[config.mk]
export PLATFORM = sky130hd
export DESIGN_NAME = regfile_write_scoreboard
export DESIGN_NICKNAME = d
export VERILOG_FILES = /design/src/rtl/regfile_write_scoreboard.sv
export SDC_FILE = /design/constraint.sdc
export NUM_CORES = 1
export LEC_CHECK = 0
export CAP_MARGIN = 20
export CORE_AREA = 2 2 112 114
export CTS_CLUSTER_DIAMETER = 50
export DETAILED_ROUTE_END_ITERATION = 10
export DIE_AREA = 0 0 114 116
export GPL_TIMING_DRIVEN = 0
export PLACE_DENSITY = 0.74
export SLEW_MARGIN = 20
export SYNTH_ARGS = -nofsm -noshare
export SYNTH_HDL_FRONTEND = slang
export SYNTH_SLANG_ARGS = --single-unit
[constraint.sdc]
create_clock -name clk -period 17.04 [get_ports clk]
set_input_delay 3.408 -clock clk [delete_from_list [all_inputs] [get_ports clk]]
set_output_delay 3.408 -clock clk [all_outputs]
set_load 0.01 [all_outputs]
[src/rtl/regfile_write_scoreboard.sv]
// rtl/regfile_write_scoreboard.sv - register write-enable decoder with pending-write scoreboard
module regfile_write_scoreboard #(
    parameter int ADDR_W     = 5,
    parameter int NUM_REGS   = 32,
    parameter int NUM_WPORTS = 2,
    parameter int SEL_W      = 1,
    parameter int ZERO_REG   = 1
) (
    input  logic                         clk,
    input  logic                         reset,
    input  logic [NUM_WPORTS-1:0]        wb_en,
    input  logic [NUM_WPORTS*ADDR_W-1:0] wb_addr,
    input  logic                         issue_valid,
    input  logic [ADDR_W-1:0]            issue_addr,
    output logic                         issue_ready,
    output logic [NUM_REGS-1:0]          we_out,
    output logic [NUM_REGS*SEL_W-1:0]    wsel_out,
    output logic [NUM_REGS-1:0]          busy,
    output logic [ADDR_W:0]              pending_cnt,
    output logic                         collision,
    output logic                         err_stray_wb
);

    logic [NUM_REGS-1:0]       dec;
    logic [NUM_REGS*SEL_W-1:0] wsel_d;
    logic                      coll_d;
    logic                      stray_d;
    logic [NUM_REGS-1:0]       set_v;
    logic [NUM_REGS-1:0]       busy_d;
    logic [ADDR_W:0]           cnt_d;

    // Decode all writeback ports; first hit on a register claims wsel, any later hit is a collision
    always_comb begin
        dec    = '0;
        wsel_d = '0;
        coll_d = 1'b0;
        for (int r = 0; r < NUM_REGS; r++) begin
            for (int p = 0; p < NUM_WPORTS; p++) begin
                if (wb_en[p] && (wb_addr[p*ADDR_W +: ADDR_W] == ADDR_W'(r)) &&
                    !((ZERO_REG != 0) && (r == 0))) begin
                    if (dec[r]) begin
                        coll_d = 1'b1;
                    end else begin
                        dec[r]                    = 1'b1;
                        wsel_d[r*SEL_W +: SEL_W]  = SEL_W'(p);
                    end
                end
            end
        end
        stray_d = |(dec & ~busy);
    end

    // Issue is stalled while the destination is still pending; no bypass from this cycle's writeback
    always_comb begin
        issue_ready = !busy[issue_addr];
        set_v       = '0;
        if (issue_valid && issue_ready && !((ZERO_REG != 0) && (issue_addr == '0))) begin
            set_v[issue_addr] = 1'b1;
        end
    end

    // Next scoreboard state (a new claim beats a same-cycle clear) and its population count
    always_comb begin
        busy_d = (busy & ~dec) | set_v;
        cnt_d  = '0;
        for (int r = 0; r < NUM_REGS; r++) begin
            cnt_d = cnt_d + {{ADDR_W{1'b0}}, busy_d[r]};
        end
    end

    // Output and scoreboard registers; reset drops everything immediately
    always_ff @(posedge clk or posedge reset) begin
        if (reset) begin
            we_out       <= '0;
            wsel_out     <= '0;
            busy         <= '0;
            pending_cnt  <= '0;
            collision    <= 1'b0;
            err_stray_wb <= 1'b0;
        end else begin
            we_out       <= dec;
            wsel_out     <= wsel_d;
            busy         <= busy_d;
            pending_cnt  <= cnt_d;
            collision    <= coll_d;
            err_stray_wb <= err_stray_wb | stray_d;
        end
    end

endmodule

==> out/results.ini <==
[drt]
drc=0
wire_per_inst_um=22.17
drtIter0Drc=438
drt_pass1_iterations=5
routed_wl_um=17740
via_count=4793
ant_nets=0
routed_via_density=5.991

[sta]
slew_violations=0
hold_viol=0
setup_tns_ns=0
clock_skew_ns=0.006599
setup_violations=0
fin_hold_ws_ns=0.5693
tightest_slew_ns=0.9287
period_minus_slack_ns=9.856
slew-limit-headroom=0.3722
rsz0062_at_grt=false
max_freq_mhz=101.5
period_share=0.5784

[floorplan]
core_area_um2=11910
num_rows=40
die_w_um=114
die-area_um2=13220
initial_utilization=0.4629
io_pins=125
dieHeight_um=116

[cts]
clockBufferDepth=2
cts_hold_buf=0
clock_latency_ns=0.35
cts.clk_slew.worst_paths_ns=0.07
cts_tree=done
clock-sinks=102
cts_resized=0
numCtsBuffers=9
post_cts_buffers=0
htree_levels=3
cts_root_buf=clkbuf_16

[critical_path]
critPathMaxFanout=10
cp-start-kind=primary input
r2r_end=pending_cnt[4]$_DFF_PP0_
rr_worst_depth=23
r2r_slack_ns=10.45
reg2reg_from=busy[29]$_DFF_PP0_
cp.required_ns=17.28
cp-end-kind=flip-flop
crit_arrival_ns=10.10
crit_type=primary input to flip-flop

[yosys]
synth.largest_area_cell=dfrtp_1
synth.area.top_cells=dfrtp_1 46%, fa_1 8.7%, a22o_1 4.9%
syn_inst=515
syn_area_um2=5514
ys_warn_count=0
synth_most_common_cell=dfrtp_1
synth_simple_gate_area_frac=0.1500
synth_top_area_frac=0.4629
muxShareOfSynthArea=0.03381
yosys-top-cells-count=102 x dfrtp_1, 58 x nand2_1, 55 x inv_1
synthXorXnorAreaFrac=0.004765
async_reset_ff_frac=1.000
syn_area_per_cell_um2=10.71
ys_seq_elements=102
ys_types=51
synth_seq_area_share=0.4629
synth_edf_count=0
synth_fa_ha_area_frac=0.1030
ys.flop_type=dfrtp_1
synth_top_family_by_area=compound AO/OA/AOI/OAI gates
synth_compound_area_frac=0.1695

[worst_hold_path]
hold_start=busy[0]$_DFF_PP0_
hold_end=busy[0]$_DFF_PP0_
min_path_cells=1
hold_path_class=flip-flop to flip-flop

[finish]
syn_to_final_growth_pct=31.22
diodes=0
drive_gt1_frac=0.06126
num-fill-cells=1053
num-nets-final=699

[global_route]
grt_antenna_before_repair=0
grt_pass1_wl_um=27260
grtUsageTotal=0.2781
grt_overflow=0
grt_max_degree=71
first_global_vias=4616

[run_status]
status=completed

[placement]
gp_congestion=0.9298
dp_hpwl_um=13470
io_buffers=120

[pwr]
ir_drop_uv=292.3
power.density_nw_per_um2=152.6
leakage_uw=0.003422

[flow_run]
drv_cap=0

## critical path, cell delays in order
cell and delay, ns:
clkdlybuf4s50_1 0.63, and3_1 0.21, clkbuf_1 0.32, nor2b_1 0.30, a41oi_1 0.12, nand4_4 0.19, and4b_4 0.30, buf_6 0.17
a22oi_1 0.18, fa_1 0.59, inv_1 0.06, fa_1 0.52, inv_1 0.05, fa_1 0.52, fa_1 0.44, fa_1 0.54
fa_1 0.42, inv_1 0.07, ha_1 0.18, inv_1 0.06, fa_1 0.40, inv_1 0.07, a21o_1 0.11, a21oi_1 0.08
xnor2_1 0.13
## metrics by stage
step	total power (uW)	std cells	setup WS, ns	cell area, um^2	util
final	1104	800	7.184	7236	0.6075
after global routing	1217	800	6.903	7236	0.6075
after CTS	1119	800	7.249	7229	0.6069
after detailed placement	919.3	784	6.883	6942	0.5828
after global placement	891.5	783	6.901	6903	0.5795
after floorplan	757.4	516	7.973	5518	-
## routing by layer
layer  share of wire  vias up  track usage  routed length [um]
met4           0.018        0      0.08862                 327
met2            0.45      298       0.4063                7957
met3           0.099       25      0.06328                1759
li1                -     2086            -                   -
met5               0        -            0                   0
met1            0.43     2384       0.4139                7690
## power by group
group | total (uW) | internal (uW) | switching [uW]
Clock | 200 | 111 | 89.4
Combinational | 602 | 295 | 307
Sequential | 302 | 276 | 25.4
Total | 1100 | 682 | 422
## registers in the layout (all words and copies together), names as in the netlist
name,flops
collision,1
we_out,31
busy,32
wsel_out,31
pending_cnt,6
err_stray_wb,1
## cell type report
class,instances,area (um^2),share of cell area
multi-input combinational,321,2562,0.3541
sequential,102,2552,0.3528
timing repair buffer,121,1229,0.1698
clock buffer,13,270.3,0.03735
inverter,55,211.5,0.02922
buffer,38,209.0,0.02888
tap,147,183.9,0.02542
clock inverter,3,17.52,0.002421
## placed cells by master, fill, tap and decap left out, types with 3 or more instances in the layout
| master | n |
|---|---|
| and2_1 | 20 |
| inv_1 | 54 |
| clkbuf_16 | 9 |
| a21oi_1 | 34 |
| buf_1 | 3 |
| and4b_1 | 6 |
| fa_1 | 24 |
| o221ai_1 | 4 |
| xnor2_1 | 3 |
| ha_1 | 7 |
| and4_1 | 3 |
| nor3_1 | 4 |
| a22oi_1 | 34 |
| nor4bb_1 | 5 |
| buf_6 | 5 |
| o22a_1 | 3 |
| mux4_1 | 3 |
| a22o_1 | 31 |
| nor2_1 | 5 |
| nand2_1 | 58 |
| nand3_1 | 5 |
| nor2b_1 | 9 |
| clkbuf_1 | 26 |
| clkbuf_8 | 3 |
| nor4_1 | 3 |
| mux2i_1 | 4 |
| dfrtp_1 | 102 |
| o22ai_1 | 16 |
| buf_4 | 3 |
| nand4_1 | 9 |
| clkdlybuf4s50_1 | 120 |
## how the worst max path moves through the flow
stage                              from                  endpoint  slack [ns]
after detailed placement  issue_addr[2]  pending_cnt[4]$_DFF_PP0_        6.88
final                     issue_addr[2]  pending_cnt[4]$_DFF_PP0_        7.18
after global placement    issue_addr[2]  pending_cnt[4]$_DFF_PP0_        6.90
after floorplan           issue_addr[1]  pending_cnt[4]$_DFF_PP0_        7.97
after CTS                 issue_addr[2]  pending_cnt[4]$_DFF_PP0_        7.25
after global routing      issue_addr[2]  pending_cnt[4]$_DFF_PP0_        6.90
## cell families after synthesis
family | count (synthesis)
XOR/XNOR | 3
flip-flops | 102
adder cells (fa/ha/maj) | 31
other | 1
AO/OA/AOI/OAI | 132
buffers and inverters | 93
AND/OR/NAND/NOR | 142
multiplexers | 11
(Power assumes the default switching activity.)
